File: config.mk
export PLATFORM = sky130hd
export DESIGN_NAME = monitor_reader
export DESIGN_NICKNAME = d
export VERILOG_FILES = /design/src/rtl/monitor_pkg.sv /design/src/rtl/monitor_reader_sync.sv /design/src/rtl/monitor_reader.sv
export SDC_FILE = /design/constraint.sdc
export NUM_CORES = 1
export LEC_CHECK = 0
export ABC_AREA = 1
export CAP_MARGIN = 20
export CORE_MARGIN = 2
export CORE_UTILIZATION = 49
export CTS_BUF_LIST = sky130_fd_sc_hd__clkbuf_16
export CTS_CLUSTER_DIAMETER = 40
export DETAILED_ROUTE_END_ITERATION = 10
export PLACE_DENSITY_LB_ADDON = 0.08
export SLEW_MARGIN = 30
export SYNTH_ARGS = -nofsm -noshare
export SYNTH_HDL_FRONTEND = slang
export SYNTH_HIERARCHICAL = 1
export SYNTH_SLANG_ARGS = --single-unit
export TNS_END_PERCENT = 10
File: constraint.sdc
create_clock -name CLK_IN -period 1.3 [get_ports CLK_IN]
set_input_delay 0.39 -clock CLK_IN [delete_from_list [all_inputs] [get_ports CLK_IN]]
set_output_delay 0.39 -clock CLK_IN [all_outputs]
set_load 0.02 [all_outputs]
File: src/rtl/monitor_pkg.sv
// Frame layout and FSM encoding shared by the monitor SPI reader and the monitor slave.
package monitor_pkg;

  localparam int FRAME_BITS = 40;
  localparam int ADDR_WIDTH = 24;
  localparam int DATA_WIDTH = 16;

  typedef enum logic [2:0] {
    ST_IDLE     = 3'd0,
    ST_SELECT   = 3'd1,
    ST_HIGH     = 3'd2,
    ST_LOW      = 3'd3,
    ST_DESELECT = 3'd4
  } state_e;

  function automatic logic [ADDR_WIDTH-1:0] frame_addr(input logic [FRAME_BITS-1:0] frame);
    return frame[FRAME_BITS-1 -: ADDR_WIDTH];
  endfunction

  function automatic logic [DATA_WIDTH-1:0] frame_data(input logic [FRAME_BITS-1:0] frame);
    return frame[DATA_WIDTH-1:0];
  endfunction

endpackage

File: src/rtl/monitor_reader_sync.sv
// Two-flop synchronizer for the serial input; both flops clear to 0 on reset.
module monitor_reader_sync (
  input  logic clk_i,
  input  logic rst_ni,
  input  logic d_i,
  output logic q_o
);

  logic meta_q;
  logic sync_q;

  always_ff @(posedge clk_i or negedge rst_ni) begin
    if (!rst_ni) begin
      meta_q <= 1'b0;
      sync_q <= 1'b0;
    end else begin
      meta_q <= d_i;
      sync_q <= meta_q;
    end
  end

  assign q_o = sync_q;

endmodule

File: src/rtl/monitor_reader.sv
// Host-side SPI reader: generates SPICLK/SPISS, shifts in one 40-bit address/data
// frame MSB first, and strobes VALID_OUT when the captured fields update.
module monitor_reader
  import monitor_pkg::*;
#(
  parameter int HALF_PERIOD = 4
) (
  input  logic        CLK_IN,
  input  logic        RESET_N_IN,
  input  logic        START_IN,
  input  logic        SPISI_IN,
  output logic        SPICLK_OUT,
  output logic        SPISS_OUT,
  output logic [23:0] ADDR_OUT,
  output logic [15:0] DATA_OUT,
  output logic        VALID_OUT,
  output logic        BUSY_OUT,
  output logic [2:0]  STATE_DBG_OUT
);

  localparam int PW = $clog2(HALF_PERIOD);
  localparam logic [PW-1:0] PH_LAST = PW'(HALF_PERIOD - 1);

  state_e                  state_q;
  logic [PW-1:0]           phase_q;
  logic [5:0]              bit_cnt_q;
  logic [FRAME_BITS-1:0]   shift_q;
  logic                    spiclk_q;
  logic                    spiss_q;
  logic [ADDR_WIDTH-1:0]   addr_q;
  logic [DATA_WIDTH-1:0]   data_q;
  logic                    valid_q;
  logic                    busy_q;
  logic                    spisi_sync;
  logic                    phase_last;

  monitor_reader_sync u_sync (
    .clk_i  (CLK_IN),
    .rst_ni (RESET_N_IN),
    .d_i    (SPISI_IN),
    .q_o    (spisi_sync)
  );

  assign phase_last = (phase_q == PH_LAST);

  // Each non-idle state lasts HALF_PERIOD cycles; the bit is taken on the last
  // HIGH cycle, i.e. just before SPICLK falls, after the slave has driven it.
  always_ff @(posedge CLK_IN or negedge RESET_N_IN) begin
    if (!RESET_N_IN) begin
      state_q   <= ST_IDLE;
      phase_q   <= '0;
      bit_cnt_q <= '0;
      shift_q   <= '0;
      spiclk_q  <= 1'b0;
      spiss_q   <= 1'b0;
      addr_q    <= '0;
      data_q    <= '0;
      valid_q   <= 1'b0;
      busy_q    <= 1'b0;
    end else begin
      valid_q <= 1'b0;
      case (state_q)
        ST_IDLE: begin
          spiclk_q <= 1'b0;
          spiss_q  <= 1'b0;
          if (START_IN) begin
            state_q   <= ST_SELECT;
            phase_q   <= '0;
            bit_cnt_q <= '0;
            spiss_q   <= 1'b1;
            busy_q    <= 1'b1;
          end else begin
            busy_q <= 1'b0;
          end
        end
        ST_SELECT: begin
          if (phase_last) begin
            state_q  <= ST_HIGH;
            phase_q  <= '0;
            spiclk_q <= 1'b1;
          end else begin
            phase_q <= phase_q + PW'(1);
          end
        end
        ST_HIGH: begin
          if (phase_last) begin
            state_q   <= ST_LOW;
            phase_q   <= '0;
            spiclk_q  <= 1'b0;
            shift_q   <= {shift_q[FRAME_BITS-2:0], spisi_sync};
            bit_cnt_q <= bit_cnt_q + 6'd1;
          end else begin
            phase_q <= phase_q + PW'(1);
          end
        end
        ST_LOW: begin
          if (phase_last) begin
            phase_q <= '0;
            if (bit_cnt_q == 6'(FRAME_BITS)) begin
              state_q <= ST_DESELECT;
              spiss_q <= 1'b0;
            end else begin
              state_q  <= ST_HIGH;
              spiclk_q <= 1'b1;
            end
          end else begin
            phase_q <= phase_q + PW'(1);
          end
        end
        ST_DESELECT: begin
          if (phase_last) begin
            state_q <= ST_IDLE;
            phase_q <= '0;
            addr_q  <= frame_addr(shift_q);
            data_q  <= frame_data(shift_q);
            valid_q <= 1'b1;
          end else begin
            phase_q <= phase_q + PW'(1);
          end
        end
        default: begin
          state_q  <= ST_IDLE;
          phase_q  <= '0;
          spiclk_q <= 1'b0;
          spiss_q  <= 1'b0;
          busy_q   <= 1'b0;
        end
      endcase
    end
  end

  assign SPICLK_OUT    = spiclk_q;
  assign SPISS_OUT     = spiss_q;
  assign ADDR_OUT      = addr_q;
  assign DATA_OUT      = data_q;
  assign VALID_OUT     = valid_q;
  assign BUSY_OUT      = busy_q;
  assign STATE_DBG_OUT = state_q;

endmodule

# Word level (Yosys, flattened, before mapping)

Index checks and enable logic that the tools add are counted.
W data, S select, Z words.

Output and inout bits: 47
Input bits: 4
Logic and storage cells: 64
Bits in registers: 97

Muxes and demuxes: 25
$add $sub $neg: 2
Bitwise logic cells: 2
Eq/ne operators: 13
Reduce and logical (&&, ||, !) cells: 10

Operators with widths:

| cell                  | number |
|---|---|
| $mux W3               | 6 |
| $pmux W3 S5           | 1 |
| $ne A2 B2 Y1 const B  | 7 |
| $mux W6               | 2 |
| $pmux W6 S2           | 1 |
| $reduce_and A5 Y1     | 2 |
| $mux W1               | 9 |
| $add A6 B1 Y6 const B | 1 |
| $eq A3 B2 Y1 const B  | 2 |
| $eq A6 B6 Y1 const B  | 1 |
| $reduce_and A3 Y1     | 2 |
| $mux W2               | 2 |
| $pmux W1 S4           | 1 |
| $pmux W2 S2           | 1 |
| $reduce_and A2 Y1     | 2 |
| $reduce_or A4 Y1      | 1 |
| $eq A3 B1 Y1 const B  | 1 |
| $eq A3 B3 Y1 const B  | 1 |
| $logic_not A3 Y1      | 1 |
| $pmux W1 S3           | 1 |
| $reduce_or A3 Y1      | 1 |
| $add A2 B1 Y2 const B | 1 |
| $eq A2 B2 Y1 const B  | 1 |
| $not A1 Y1            | 2 |
| other kinds (2)       | 2 |

# Logic depth before layout (Yosys ltp)

Gate-level depths: netlist of run 1.

Depth in word-level cells: 4
Gate-level depth with buffers: 8
Depth with buffers taken out: 8

# By module

The synthesis of run 1 kept the hierarchy.

By module, submodules not included:

| module              | sequential area each (µm²) | area an instance (µm²) | cells each | instances |
|---|---|---|---|---|
| monitor_reader      | 2,377.3                    | 3,891.2                | 400        | 1 |
| monitor_reader_sync | 50.0                       | 50.0                   | 2          | 1 |

# Least setup slack after synthesis of run 1

OpenSTA, ideal clock, no wires.

Path kind: reg2reg
Start: register state_q[2] (netlist: STATE_DBG_OUT[2])
End: register shift_q[13]
Period minus slack after synthesis: 1.369 ns
Required time: 1.169 ns
Path buffers: 2
Stages on the path, launching flop included: 7
Setup time: 0.131 ns
Slack: -0.069 ns
Arrival: 1.238 ns
Cell sequence: dfrtp_1 nor2_2 nand3_2 buf_6 buf_6 nand2_1 o21ai_0

Longest elaborated chain between the ends: 2

RTL lines:

| what                        | RTL line             | text |
|---|---|---|
| start: declaration          | monitor_reader.sv:24 | `state_e state_q;` |
| start signal: assignment    | monitor_reader.sv:50 | `state_q <= ST_IDLE;` |
| start signal: assignment    | monitor_reader.sv:67 | `state_q <= ST_SELECT;` |
| start signal: assignment    | monitor_reader.sv:78 | `state_q <= ST_HIGH;` |
| $eq A3 B2 Y1                | monitor_reader.sv:62 | `case (state_q)` |
| $reduce_and A2 Y1 (no line) | --                   |  |
| end signal: assignment      | monitor_reader.sv:90 | `shift_q <= {shift_q[FRAME_BITS-2:0], spisi_sync};` |
| end: declaration            | monitor_reader.sv:27 | `logic [FRAME_BITS-1:0] shift_q;` |

Every way passes these cells.
A chain may end at the register's enable or synchronous reset.

# Worst setup path after layout of run 1

Start: register state_q[0] (netlist: STATE_DBG_OUT[0])
End: register data_q[14] (netlist: DATA_OUT[14])

Longest elaborated chain between the ends: 2

RTL lines:

| what                        | RTL line              | text |
|---|---|---|
| $eq A3 B3 Y1                | monitor_reader.sv:62  |  |
| $reduce_and A2 Y1 (no line) | --                    |  |
| end signal: assignment      | monitor_reader.sv:115 | `data_q <= frame_data(shift_q);` |
| end: declaration            | monitor_reader.sv:31  | `logic [DATA_WIDTH-1:0] data_q;` |

Every way passes these cells.

==> results of run 1 <==
-- what timing repair did --
| item | 4_1_cts | 5_1_grt |
|---|---|---|
| hold buffers | 0 | 0 |
| hold endpoints to repair | 0 | 0 |
| pin swaps | 1 | 1 |
| gates resized for setup | 193 | 34 |
| setup buffers | 0 | 1 |
| endpoints found under the setup margin | 116 | 98 |
| gates cloned | 0 | 3 |
-- registers in the layout, indices dropped and copies added, names as in the netlist --
name           flops
u_sync/meta_q      1
ADDR_OUT          24
STATE_DBG_OUT      3
SPICLK_OUT         1
u_sync/q_o         1
DATA_OUT          16
bit_cnt_q          6
VALID_OUT          1
BUSY_OUT           1
shift_q           40
SPISS_OUT          1
phase_q            2
-- cell usage after synthesis --
| cell type | count |
|---|---|
| dfrtp_1 | 97 |
| buf_2 | 6 |
| o21a_1 | 38 |
| nand2_1 | 107 |
| nand3_1 | 12 |
| a21oi_1 | 3 |
| inv_2 | 2 |
| o21bai_1 | 1 |
| nand2_4 | 1 |
| clkbuf_2 | 1 |
| nand2_2 | 1 |
| nor2_4 | 2 |
| nor3_1 | 1 |
| ha_1 | 3 |
| nor2_2 | 1 |
| nor2_1 | 10 |
| nand3b_1 | 2 |
| o21ai_1 | 12 |
| clkbuf_1 | 2 |
| nand4_1 | 4 |
| nand3_2 | 1 |
| inv_1 | 49 |
| buf_6 | 7 |
| o21ai_0 | 39 |
-- through the flow --
stage	setup slack, ns	instance area [um^2]
global route	-0.147	5070
CTS	-0.0893	4920
global placement	-0.175	4860
finish	-0.0753	5070
floorplan	0.00526	3950
detailed placement	-0.196	4860
-- power breakdown --
group          leakage [nW]  total (mW)  switching, mW  internal, mW
Combinational          1.00        1.80           1.05         0.751
Clock                 0.119        2.44           1.15          1.29
Sequential             1.33        3.42          0.165          3.25
-- worst paths after layout --
check | to | slack, ns | cells past startpoint
worst min register to register | u_sync/q_o | 0.38 | 0
max in group asynchronous | ADDR_OUT[20] | 0.82 | 2
worst max-delay path | DATA_OUT[14] | -0.08 | 7
worst min-delay path | DATA_OUT[2] | -0.009 | 1
min in group CLK_IN | u_sync/q_o | 0.38 | 0
worst max register to register | DATA_OUT[14] | -0.08 | 7
-- layer usage --
metal | track usage [%] | part of all wire [%]
met1 | 25.3 | 46
met3 | 2.89 | 3.1
met5 | 0 | 0
met4 | 7.61 | 1.3
met2 | 29.9 | 50
-- kinds of logic (layout without fill, tap and decap cells) --
| kind of cell | count (synthesis) | count (layout) | synth area share (%) |
|---|---|---|---|
| AO/OA/AOI/OAI | 93 | 93 | 14.3 |
| adder cells (fa/ha/maj) | 3 | 3 | 0.952 |
| buffers and inverters | 67 | 160 | 7.94 |
| flip-flops | 97 | 97 | 61.6 |
| AND/OR/NAND/NOR | 142 | 142 | 15.2 |
-- cell type report --
class	instances	share of cell area [%]
multi-input cells	238	24.5
well taps	102	2.52
clock inverters	7	0.914
clock buffers	9	4.45
flip-flops and latches	97	48.0
inverters	51	3.78
repair buffers	93	15.9
==> results by group, run 1 <==
Global routing
  – Gr usage total: 18.6%
  – Largest net degree at the start of global routing: 33
  – Vias in the first global route: 2,851
  – Initial antenna violation count: 0
  – Grt total ovfl: 0
  – Global-route wire length before repair: 12.8 mm

Cells and area
  – FILL cells: 670
  – Most common cell after layout, fill and taps aside: nand2_1
  – Fin cells: 597
  – FF/Latch Area: 2430 um^2
  – Diode count: 0
  – Nets: 497
  – Multi-input gate area: 1240 um^2
  – Area Overhead vs Synth: 28.5%
  – Fin util: 65.2%
  – Share of layout cells above drive strength 1: 25.3%
  – Most frequent cells in the layout: 102 x nand2_1, 94 x dfrtp_1, 49 x inv_1

Placed design
  – Detailed Place HPWL: 5.06 mm
  – Placer Congestion: 0.818
  – IO buf count: 50
  – Placed cell count: 577

Synthesis
  – Synth area leader: dfrtp_1
  – Synthesized flop and latch total: 97
  – Synthesized area per cell: 9.80 um^2
  – Synth Instances: 402
  – Post-synth net total: 409
  – Mapped cell area: 3940 um^2
  – Sequential element share of the synthesized area: 61.6%
  – Cell variety after synth: 24
  – Post-synth top area share: 61.6%
  – Yosys warns: 6
  – Top post-synthesis cells by area: dfrtp_1 62%, nand2_1 10%, o21a_1 7.2%, o21ai_0 5.0%, inv_1 4.7%

Timing
  – RSZ-0062 raised after global routing: true
  – Setup TNS: -2.25 ns
  – Max Slew Vio Count: 0
  – Min Tclk post-route: 1.38 ns
  – Hold WS: -0.00942 ns
  – Final setup viols: 53
  – Final Hold Vio Count: 4
  – Final Cycle Share: 106%
  – Final Skew: 0.00870 ns
  – Slew Limit Headroom: 70.7%
  – Final setup margin: -0.0753 ns
  – Worst-Margin Slew: 0.439 ns
  – Max Freq: 0.727 GHz

Critical path
  – Critical path required time: 1.53 ns
  – CP startpoint: STATE_DBG_OUT[0]
  – Origin of the critical flop-to-flop path: STATE_DBG_OUT[0]
  – Crit start category: register
  – Crit Path Class: reg -> reg
  – Crit Path Max Fanout: 12
  – Slowest CP cell: dfrtp_2
  – CP endpoint kind: register
  – CP Cell Sequence: nor2_4 > nand2_4 > nor2_4 > buf_12 > buf_12 > nand2_1 > o21a_1
  – Crit-path max cell delay: 0.45 ns
  – Worst Path Arrival: 1.60 ns
  – Crit path buffers/inverters: 2
  – CP delay by family, top: flip-flops

Clock network
  – Worst skew pair latency: 0.34 ns
  – Clock Path Buffers: 2
  – TritonCTS Sinks: 97
  – CTS tree: yes
  – Root buf cell: clkbuf_16
  – Worst-path clk slew: 0.07 ns
  – CTS buffer count: 9
  – H-tree depth: 3

Run status
  – Failing checks: hold timing, setup timing
  – Outcome: finished with violations

Floorplanning
  – Row cnt: 32
  – Core Area: 7770 um^2
  – Die width: 93.7 um
  – # IOs: 51
  – Die area: 8780 um^2
  – Die H: 93.7 um
  – Initial Util: 50.7%

Pwr
  – Pwr Density: 1510 nW/um^2
  – PnR Total Power: 7.66 mW
  – Worst IR Drop VDD: 0.000649 V
  – Leak pwr: 2.45 nW

Run
  – Max Cap Violations: 0

Drt
  – Routed vias/inst: 4.91
  – WL final: 8.22 mm
  – Total number of vias: 2,929
  – DRC Markers: 0
  – Post-DRT Antenna Nets: 0
  – DR pass1 iterations: 4
  – Initial DRC Count: 145
  – WL/cell: 13.8 um

Min path
  – Min-delay worst type: in -> async
(Power assumes the default switching activity.)
==> inputs of run 2 (changes only) <==
REMOVE_ABC_BUFFERS = 1   (was not set)
==> run 2 against run 1 <==
The flow finishes with violations (setup timing). Die area unchanged. Maximum frequency down 8.3%. Core utilization up 0.84 points. Clock power up 13%. Worst hold slack better by 0.37 ns. Total power grew 5.0%. Via count up 0.79%. Critical path depth is 1 higher. Critical path type unchanged. Final cell count up 0.17%. Final area increased by 1.3%. Sequential power about the same.
==> results by group, run 2 (same netlist as run 1, synthesis figures left out) <==
Run status
  – Outcome: finished with violations
  – Failing checks: setup timing

Floorplanning
  – Core Area: 7770 um^2 (unchanged)
  – Die H: 93.7 um (unchanged)
  – Die width: 93.7 um (unchanged)
  – Die area: 8780 um^2 (unchanged)
  – # IOs: 51 (unchanged)
  – Initial Util: 50.7% (unchanged)
  – Row cnt: 32 (unchanged)

Pwr
  – Logic pwr share: 23.5% (about the same)
  – Psw: 2.37 mW (+0.38%)
  – Pwr Density: 1570 nW/um^2 (+3.7%)
  – Leak pwr: 2.51 nW (+2.4%)
  – Clock power frac: 34.2% (+2.3 points)
  – Reg power frac: 42.3% (-2.3 points)
  – Switching share of total power: 29.5% (-1.4 points)
  – P_int: 5.67 mW (+7.1%)
  – Worst IR Drop VDD: 0.000990 V (+53%)

Critical path
  – Cell count along the critical path: 8 (+1)
  – Worst Path Arrival: 1.72 ns (+0.12 ns)
  – Worst reg-to-reg path cell count: 8 (+1)
  – Worst setup endpoint: ADDR_OUT[18]
  – CP delay by family, top: simple AND/OR/NAND/NOR gates
  – Crit Path Max Fanout: 11 (-1)
  – CP endpoint kind: register
  – Critical path required time: 1.52 ns (about the same)
  – Origin of the critical flop-to-flop path: STATE_DBG_OUT[0]
  – Crit-path max cell delay: 0.40 ns (-0.05 ns)
  – Crit start category: register
  – Reg2Reg Setup Slack: -0.20 ns (-0.12 ns)
  – CP startpoint: STATE_DBG_OUT[0]
  – Crit path buffers/inverters: 3 (+1)
  – Crit Path Class: reg -> reg
  – CP Cell Sequence: buf_6 > nor2_4 > nand2_4 > nor2_4 > buf_6 > buf_12 > nand2_1 > o21a_1
  – Slowest CP cell: dfrtp_1
  – Capturing point of the worst reg2reg path: ADDR_OUT[18]

Cells and area
  – Final instance area: 5130 um^2 (+1.3%)
  – Share of layout cells above drive strength 1: 26.8% (+1.6 points)
  – Max FFs per register: 40 (unchanged)
  – Largest Register: shift_q
  – FILL cells: 660 (-1.5%)
  – Most frequent cells in the layout: 98 x nand2_1, 97 x dfrtp_1, 49 x inv_1
  – Most common cell after layout, fill and taps aside: nand2_1
  – Fin util: 66.1% (+0.84 points)
  – Area Overhead vs Synth: 30.2%
  – Nets: 499 (+0.40%)
  – Diode count: 0 (unchanged)

Drt
  – Routed vias/inst: 4.94 (+0.62%)
  – Post-DRT Antenna Nets: 0 (unchanged)
  – WL/cell: 13.9 um (+1.0%)
  – WL final: 8.32 mm (+1.2%)
  – DRC Markers: 0 (unchanged)
  – Total number of vias: 2,952 (+0.79%)
  – DR pass1 iterations: 5 (+1)
  – Initial DRC Count: 87 (-40%)

Placed design
  – Detailed Place HPWL: 4.83 mm (-4.6%)
  – Placer Congestion: 0.963 (+18%)
  – IO buf count: 50 (unchanged)
  – Post-Place Worst Slack: -0.209 ns (-0.0136 ns)
  – Dpl cell area: 4800 um^2 (-1.3%)

Timing
  – Final Cycle Share: 115% (+9.5 points)
  – RSZ-0062 raised after global routing: true
  – Max Slew Vio Count: 0 (unchanged)
  – Slew Limit Headroom: 80.6% (+9.9 points)
  – Final Hold Vio Count: 0 (-4)
  – Max Freq: 0.667 GHz (-8.3%)
  – Min Tclk post-route: 1.50 ns (+0.124 ns)
  – Worst-Margin Slew: 0.290 ns (-0.148 ns)
  – Final setup viols: 74 (+40%)
  – Final Skew: 0.00712 ns (-0.00158 ns)
  – Final setup margin: -0.199 ns (-0.124 ns)

Global routing
  – Initial antenna violation count: 0 (unchanged)
  – Global-route wire length before repair: 12.5 mm (-2.4%)
  – Gr usage total: 18.0% (-0.59 points)
  – Largest net degree at the start of global routing: 45 (+36%)
  – Vias in the first global route: 2,762 (-3.1%)
  – Grt total ovfl: 0 (unchanged)

Clock network
  – Root buf cell: clkbuf_16
  – Worst skew pair latency: 0.34 ns (about the same)
  – Clock Path Buffers: 2 (unchanged)
  – Worst-path clk slew: 0.06 ns (about the same)
  – TritonCTS Sinks: 97 (unchanged)
  – H-tree depth: 3 (unchanged)
  – CTS buffer count: 9 (unchanged)
  – CTS tree: yes

Min path
  – Min-delay worst type: reg -> reg

Run
  – Max Cap Violations: 0 (unchanged)
-- run 2: layout make-up --
type	count	area, um^2	area share [%]
Timing Repair Buffer	95	798	15.6
Multi-Input combinational cell	238	1280	24.9
Tap cell	102	128	2.49
Inverter	51	191	3.73
Clock inverter	6	85.1	1.66
Clock buffer	9	225	4.39
Sequential cell	97	2430	47.3
-- run 2: power by group through the flow --
stage | registers [mW] | clock network [mW] | logic (mW)
3_3_place_gp | 3.43 | 0 | 1.63
2_1_floorplan | 3.54 | 0 | 0.791
4_1_cts | 3.39 | 2.81 | 1.66
3_5_place_dp | 3.44 | 0 | 1.66
5_1_grt | 3.42 | 2.93 | 2.09
6_report | 3.40 | 2.75 | 1.89
-- run 2: timing repair --
action	CTS	global route
endpoints found under the setup margin	137	99
endpoints found under the hold margin	15	0
pin swaps	0	3
buffers inserted	0	6
hold buffers	1	0
cloned	0	4
gates resized for setup	192	42
-- run 2: stage by stage --
step | power [mW] | setup TNS, ns | instances | hold WS [ns]
after CTS | 7.86 | -5.46 | 588 | 0.355
after floorplan | 4.33 | -57.88 | 386 | 0.0944
after global placement | 5.07 | -8.96 | 572 | 0.293
after detailed placement | 5.11 | -9.69 | 572 | 0.299
final | 8.05 | -6.74 | 598 | 0.356
after global routing | 8.44 | -11.49 | 598 | 0.356
-- run 2: how the worst min path moves through the flow --
stage	from	end	slack, ns	cells past startpoint
2_1_floorplan	RESET_N_IN	ADDR_OUT[0]	0.09	0
3_3_place_gp	RESET_N_IN	ADDR_OUT[12]	0.29	1
3_5_place_dp	RESET_N_IN	ADDR_OUT[12]	0.30	1
4_1_cts	u_sync/meta_q	u_sync/q_o	0.35	0
5_1_grt	u_sync/meta_q	u_sync/q_o	0.36	0
6_report	u_sync/meta_q	u_sync/q_o	0.36	0
-- run 2: worst register-to-register path: stages, from the launching register on --
cell     delay [ns]
dfrtp_1        0.40
buf_6          0.14
nor2_4         0.13
nand2_4        0.08
nor2_4         0.15
buf_6          0.14
buf_12         0.13
nand2_1        0.09
o21a_1         0.13
-- run 2: per-layer routing --
metal,GRT usage (%),wire (um)
met4,8.45,160
met3,2.97,363
met2,28.3,4030
met1,24.6,3770
met5,0,0
